<file path="config.mk">
export PLATFORM = sky130hd
export DESIGN_NAME = mem_arbiter
export DESIGN_NICKNAME = d
export VERILOG_FILES = /design/src/rtl/mem_arb_pkg.sv /design/src/rtl/mem_arbiter_rr_arb2.sv /design/src/rtl/mem_arbiter.sv
export SDC_FILE = /design/constraint.sdc
export NUM_CORES = 1
export LEC_CHECK = 0
export CAP_MARGIN = 40
export CORE_MARGIN = 4
export CORE_UTILIZATION = 45
export DETAILED_ROUTE_END_ITERATION = 7
export PLACE_DENSITY = 0.84
export RECOVER_POWER = 50
export SYNTH_ARGS = -nofsm -noshare
export SYNTH_HDL_FRONTEND = slang
export SYNTH_SLANG_ARGS = --single-unit
</file>
<file path="constraint.sdc">
create_clock -name clk -period 9 [get_ports clk]
set_input_delay 1.8 -clock clk [delete_from_list [all_inputs] [get_ports clk]]
set_output_delay 1.8 -clock clk [all_outputs]
set_load 0.02 [all_outputs]
</file>
<file path="src/rtl/mem_arb_pkg.sv">
// Shared types and constants for the fetch/data memory arbiter.
package mem_arb_pkg;

    typedef enum logic [1:0] {
        IDLE   = 2'd0,
        BUSY_I = 2'd1,
        BUSY_D = 2'd2
    } arb_state_t;

    localparam logic PORT_I = 1'b0;
    localparam logic PORT_D = 1'b1;

    // Read data returned to a requester whose transaction hit the watchdog.
    localparam logic [31:0] ABORT_DATA = 32'hDEADBEEF;

endpackage

</file>
<file path="src/rtl/mem_arbiter_rr_arb2.sv">
// Two-requester round-robin pick: on a tie the port that was not granted last wins.
module rr_arb2
    import mem_arb_pkg::*;
(
    input  logic req_i,
    input  logic req_d,
    input  logic last_grant,
    output logic gnt_valid,
    output logic gnt_port
);

    always_comb begin
        gnt_valid = req_i | req_d;
        gnt_port  = PORT_I;
        if (req_i && req_d) begin
            gnt_port = ~last_grant;
        end else if (req_d) begin
            gnt_port = PORT_D;
        end
    end

endmodule

</file>
<file path="src/rtl/mem_arbiter.sv">
// Shares one single-port memory bus between the fetch and data ports, one
// outstanding transaction at a time, with round-robin fairness and a watchdog.
module mem_arbiter
    import mem_arb_pkg::*;
#(
    parameter int unsigned AW      = 32,
    parameter int unsigned DW      = 32,
    parameter int unsigned TIMEOUT = 255
) (
    input  logic          clk,
    input  logic          reset,
    input  logic          i_req,
    input  logic [AW-1:0] i_addr,
    output logic [DW-1:0] i_rdata,
    output logic          i_ack,
    input  logic          d_req,
    input  logic          d_we,
    input  logic [AW-1:0] d_addr,
    input  logic [DW-1:0] d_wdata,
    output logic [DW-1:0] d_rdata,
    output logic          d_ack,
    output logic          m_req,
    output logic          m_we,
    output logic [AW-1:0] m_addr,
    output logic [DW-1:0] m_wdata,
    input  logic [DW-1:0] m_rdata,
    input  logic          m_ack,
    output logic          err
);

    localparam int unsigned CW = $clog2(TIMEOUT + 1);

    arb_state_t    state, state_nxt;
    logic          last_grant, last_grant_nxt;
    logic [CW-1:0] cnt, cnt_nxt;

    logic          m_req_nxt;
    logic          m_we_nxt;
    logic [AW-1:0] m_addr_nxt;
    logic [DW-1:0] m_wdata_nxt;
    logic          i_ack_nxt;
    logic          d_ack_nxt;
    logic [DW-1:0] i_rdata_nxt;
    logic [DW-1:0] d_rdata_nxt;
    logic          err_nxt;

    logic          gnt_valid;
    logic          gnt_port;
    logic          timeout_hit;
    logic          txn_done;
    logic [DW-1:0] resp_data;

    // A port that is being acked this cycle sits out one cycle to present its next address.
    rr_arb2 u_rr (
        .req_i      (i_req & ~i_ack),
        .req_d      (d_req & ~d_ack),
        .last_grant (last_grant),
        .gnt_valid  (gnt_valid),
        .gnt_port   (gnt_port)
    );

    assign timeout_hit = (cnt == CW'(TIMEOUT - 1));
    assign txn_done    = m_ack | timeout_hit;
    assign resp_data   = m_ack ? m_rdata : DW'(ABORT_DATA);

    // Next-state and next-output logic.
    always_comb begin
        state_nxt      = state;
        last_grant_nxt = last_grant;
        cnt_nxt        = cnt;
        m_req_nxt      = m_req;
        m_we_nxt       = m_we;
        m_addr_nxt     = m_addr;
        m_wdata_nxt    = m_wdata;
        i_ack_nxt      = 1'b0;
        d_ack_nxt      = 1'b0;
        i_rdata_nxt    = i_rdata;
        d_rdata_nxt    = d_rdata;
        err_nxt        = 1'b0;

        case (state)
            IDLE: begin
                if (gnt_valid) begin
                    last_grant_nxt = gnt_port;
                    cnt_nxt        = '0;
                    m_req_nxt      = 1'b1;
                    if (gnt_port == PORT_D) begin
                        state_nxt   = BUSY_D;
                        m_we_nxt    = d_we;
                        m_addr_nxt  = d_addr;
                        m_wdata_nxt = d_wdata;
                    end else begin
                        state_nxt   = BUSY_I;
                        m_we_nxt    = 1'b0;
                        m_addr_nxt  = i_addr;
                        m_wdata_nxt = '0;
                    end
                end
            end

            BUSY_I, BUSY_D: begin
                if (txn_done) begin
                    // m_ack takes priority over a simultaneous timeout.
                    state_nxt = IDLE;
                    m_req_nxt = 1'b0;
                    err_nxt   = ~m_ack;
                    if (state == BUSY_D) begin
                        if (d_req) begin
                            d_ack_nxt   = 1'b1;
                            d_rdata_nxt = resp_data;
                        end
                    end else if (i_req) begin
                        i_ack_nxt   = 1'b1;
                        i_rdata_nxt = resp_data;
                    end
                end else begin
                    cnt_nxt = cnt + CW'(1);
                end
            end

            default: begin
                state_nxt = IDLE;
                m_req_nxt = 1'b0;
            end
        endcase
    end

    // State and registered outputs.
    always_ff @(posedge clk or posedge reset) begin
        if (reset) begin
            state      <= IDLE;
            last_grant <= PORT_D;
            cnt        <= '0;
            m_req      <= 1'b0;
            m_we       <= 1'b0;
            m_addr     <= '0;
            m_wdata    <= '0;
            i_ack      <= 1'b0;
            d_ack      <= 1'b0;
            i_rdata    <= '0;
            d_rdata    <= '0;
            err        <= 1'b0;
        end else begin
            state      <= state_nxt;
            last_grant <= last_grant_nxt;
            cnt        <= cnt_nxt;
            m_req      <= m_req_nxt;
            m_we       <= m_we_nxt;
            m_addr     <= m_addr_nxt;
            m_wdata    <= m_wdata_nxt;
            i_ack      <= i_ack_nxt;
            d_ack      <= d_ack_nxt;
            i_rdata    <= i_rdata_nxt;
            d_rdata    <= d_rdata_nxt;
            err        <= err_nxt;
        end
    end

endmodule

</file>
# ---- Word-level counts from Yosys, hierarchy flattened
# Cells that the tools add are included.
# W data, S select, Z words.
dict set report classes {
  n_mux 26
  n_lt_le_gt_ge 0
  n_addsub 1
  eq_ne 6
  n_reduce_logical 9
  div 0
  bitwise 9
  mul 0
  shifts 0
}
# op count
set op_table {}
lappend op_table {{$mux W32} 3}
lappend op_table {{$mux W8} 2}
lappend op_table {{$pmux W8 S2} 1}
lappend op_table {{$mux W1} 15}
lappend op_table {{$add A8 B1 Y8 const B} 1}
lappend op_table {{$eq A8 B8 Y1 const B} 1}
lappend op_table {{$reduce_and A4 Y1} 2}
lappend op_table {{$mux W2} 3}
lappend op_table {{$ne A2 B2 Y1 const B} 3}
lappend op_table {{$not A1 Y1} 5}
lappend op_table {{$pmux W2 S2} 1}
lappend op_table {{$reduce_and A2 Y1} 2}
lappend op_table {{$reduce_and A3 Y1} 1}
lappend op_table {{$and A1 B1 Y1} 2}
lappend op_table {{$eq A2 B1 Y1 const B} 1}
lappend op_table {{$eq A2 B2 Y1 const B} 1}
lappend op_table {{$logic_not A2 Y1} 1}
lappend op_table {{$or A1 B1 Y1} 2}
lappend op_table {{$pmux W1 S2} 1}
lappend op_table {{$reduce_bool A2 Y1} 1}
lappend op_table {{$reduce_or A2 Y1} 1}
lappend op_table {{$logic_and A1 B1 Y1} 1}
dict set report word_totals {
  mem_bits_ro 0
  out_inout_bits 133
  mem_count 0
  latch_bits 0
  ram_bits 0
  reg_bits 144
  elab_cells 63
}

# ---- Logic depth before layout (Yosys ltp)
dict set report logic_depth {
  depth_word 7
  ltp_mapped 8
  depth_no_buf 7
}

# ---- Modules after synthesis
# From an unflattened synthesis, not the netlist that was laid out.
dict set report unflattened {
  cells_unflattened 573
  area_unflattened_um2 6118.4
}
# mod cells_per_inst area_each_um2 seq_area_each_um2 n_inst
set modules_own_cells {}
lappend modules_own_cells {mem_arbiter 571 6104.6 3604.7 1}
lappend modules_own_cells {rr_arb2 2 13.8 0.0 1}

# ---- Least setup slack after synthesis
# Ideal clock, no wire load.
dict set report synth_path {
  kind {input port to flip-flop}
  start {in m_ack}
  end {reg cnt[7]}
  setup_slack_ns 6.046
  arrival_time_ns 2.828
  stages 5
  required_time_ns 8.874
  cell_sequence {buf_4 > nand2b_4 > a21o_4 > o311a_1 > a221o_1}
}
dict set report synth_between {
  elab_chain_len 3
}
# element line
set synth_lines {}
lappend synth_lines {{from (decl)} mem_arbiter.sv:27} ;# input logic m_ack,
lappend synth_lines {{$or A1 B1 Y1} mem_arbiter.sv:63} ;# assign txn_done = m_ack | timeout_hit;
lappend synth_lines {{$ne A2 B2 Y1 (no source line)} --}
lappend synth_lines {{$reduce_and A3 Y1 (no source line)} --}
lappend synth_lines {{to (signal assigned)} mem_arbiter.sv:146} ;# cnt <= cnt_nxt;
lappend synth_lines {{to (decl)} mem_arbiter.sv:35} ;# logic [CW-1:0] cnt, cnt_nxt;
# Every way passes these cells.
# A chain may end at the register's enable or synchronous reset.

==> metrics.txt <==
Slew headroom=-69.32%; sequential share of power=32.9%; status=finished with violations; number of global-route vias before repair=5229; Final Hold Fails=0; ant diodes=0; synthesized area=6030 um2; Internal=2.103 mW; layout filler cell count=902; critical path arrival=5.59 ns; CP Max Fanout=58; Die H=123.8 um; Final Instance Count excl. Fillers=936; hold slack final=0.4709 ns; Final period util=55.66%; worst r2r src=state[0]; warnings from Yosys=0; pwr dens=358.2 nW/um2; Clk network pwr share=20.3%; H-tree levels=4; global-route wire length before repair=27.86 mm; total gr overflow=0; post-synthesis sequential area ratio=59.78%; switching portion of total power=37.17%; Max Slew Vio Count=135; maximum vdd ir drop=0.2337 mV; Avg Inst Size Synth=12.28 um2; Crit Path Category=in -> async; largest net degree at the start of global routing=100; min-delay src=m_addr[15]; drt wl/cell=19.83 um; CTS resizes=0; CTS tree=done; DRT Pass-1 Iters=4; initial antenna violation count=0; Site Rows=42; Setup Viol. Count Final=0; DRT Wirelength=18.56 mm; Syn Nets=629; nets@finish=885; DRT iter0 DRCs=294; layout cells sized above 1=6.316%; Avg Vias per Cell=5.387; clock slew at reported path FFs=0.05 ns; failing checks=capacitance limit, slew limit; GRT Util Overall=24.05%; Net Sw Power=1.244 mW; Pwr Total=3.348 mW; fmax=199.6 MHz; post-synthesis cell count=491; placed cell count=904; Die Area=15320 um2; DRC=0; Final min period=5.009 ns; Worst Setup Start Kind=input pin; Die X=123.8 um; CP required=9.58 ns; Area growth, synth to finish=55.03%; fin area=9348 um2; Logic pwr share=46.7%; max_cap viols=3; Worst R2R Setup Slack=6.05 ns; synth top area cells=dfrtp_1 (59%), o22a_1 (7.0%), mux2i_1 (5.3%); top-area cell type share of the netlist area=59.35%; setup skew after layout=0.008516 ns; hold buffer count at cts=0; Core Footprint=13190 um2; Post-DP HPWL=13.50 mm; Initial Util=45.71%; DR vias=5042; clock buffer depth=2; Sinks on Clock Net=144; commonest non-fill, non-tap cells in the layout=clkdlybuf4s50_1 (233), dfrtp_1 (143), o22a_1 (48); RSZ-0062 raised after global routing=false; post-CTS setup buffers=0; IO Pins=267; Worst-Skew Late Latency=0.42 ns; port buffer count=266; Post-DP Area=8813 um2; Synth area leader=dfrtp_1; synthesis-stage register bit count=144; Setup crit start=reset; Leak=4.065 nW; setup TNS=0 ns; Distinct cells, synth=50; worst-margin pin slew=2.526 ns; commonest non-fill, non-tap cell in the layout=clkdlybuf4s50_1; Routed Antenna Nets=0; CP Capture Type=asynchronous set/reset pin; CTS Root Cell=clkbuf_16; CTS buffer count=17; HP Class=reg -> reg; GP Congestion=0.8557
-- final timing paths --
check,cells past startpoint,end
min reg2reg,2,m_addr[15]
max reg2reg,7,i_rdata[26]
min,2,m_addr[15]
max in group clk,6,i_rdata[26]
min in group asynchronous,2,m_we
max,4,m_addr[6]
-- cell type report --
cell class              instances  area (um2)  share of cell area (%)
clock buffers                  26       489.2                   5.234
clock inverters                 6       80.08                  0.8566
well taps                     176       220.2                   2.356
repair buffers                272        2740                   29.31
multi-input cells             297        2155                   23.05
inverters                      15       58.81                  0.6291
flip-flops and latches        144        3605                   38.56
-- metal layers --
| metal | GRT usage, % | part of all wire (%) | up-vias |
|---|---|---|---|
| li1 | - | - | 2312 |
| met3 | 6.721 | 5.0 | 46 |
| met5 | 0 | 0 | - |
| met1 | 30.23 | 39 | 2510 |
| met4 | 10.73 | 3.6 | 0 |
| met2 | 38.86 | 52 | 174 |
-- per-stage QoR --
stage / util (%) / worst slack [ns]
2_1_floorplan: - / 3.335
6_report: 70.87 / 3.991
5_1_grt: 70.87 / 3.377
3_5_place_dp: 66.82 / 4.929
3_3_place_gp: 66.34 / 4.685
4_1_cts: 71.13 / 5.350
-- sequential cells by signal, indices dropped and copies added (netlist names) --
signal,flops
last_grant,1
m_we,1
state,2
i_rdata,32
m_addr,32
cnt,8
d_rdata,32
m_req,1
i_ack,1
m_wdata,32
err,1
d_ack,1
-- Yosys cell counts, drive strengths merged --
library cell / n
o211a: 1
a21oi: 5
nand4: 2
nand2: 38
and3: 4
o22ai: 1
or2: 2
a21o: 7
nor3: 4
dfrtp: 143
nor2: 4
nor2b: 1
and2: 2
o21ai: 43
nand3: 12
o22a: 48
buf: 20
a32o: 9
and4b: 1
a211o: 2
nand3b: 1
clkbuf: 15
nor4: 3
o311a: 1
ha: 4
nand2b: 28
a221o: 3
inv: 15
and2b: 2
nor4b: 1
and4: 1
a22o: 35
mux2i: 32
dfstp: 1
-- worst max-delay path: stages --
cell	delay, ns
dlygate4sd3_1	0.57
clkinvlp_2	1.44
clkbuf_1	1.34
buf_16	0.36
-- cell families (layout without fill, tap and decap cells) --
group                    after synthesis  in the layout  synth area share (%)
multiplexers                          32             32                 5.312
flip-flops                           144            144                 59.78
buffers and inverters                 50            319                 4.254
AO/OA/AOI/OAI                        155            155                 19.86
AND/OR/NAND/NOR                      106            106                 9.960
adder cells (fa/ha/maj)                4              4                0.8301
-- power groups by stage --
stage | logic [mW] | clock network [mW] | registers [mW]
floorplan | 0.510 | 0 | 1.42
global placement | 1.56 | 0 | 1.10
detailed placement | 1.60 | 0 | 1.11
CTS | 1.61 | 0.693 | 1.11
global route | 1.65 | 0.725 | 1.14
finish | 1.56 | 0.680 | 1.10
Power figures use the tool's default switching activity.
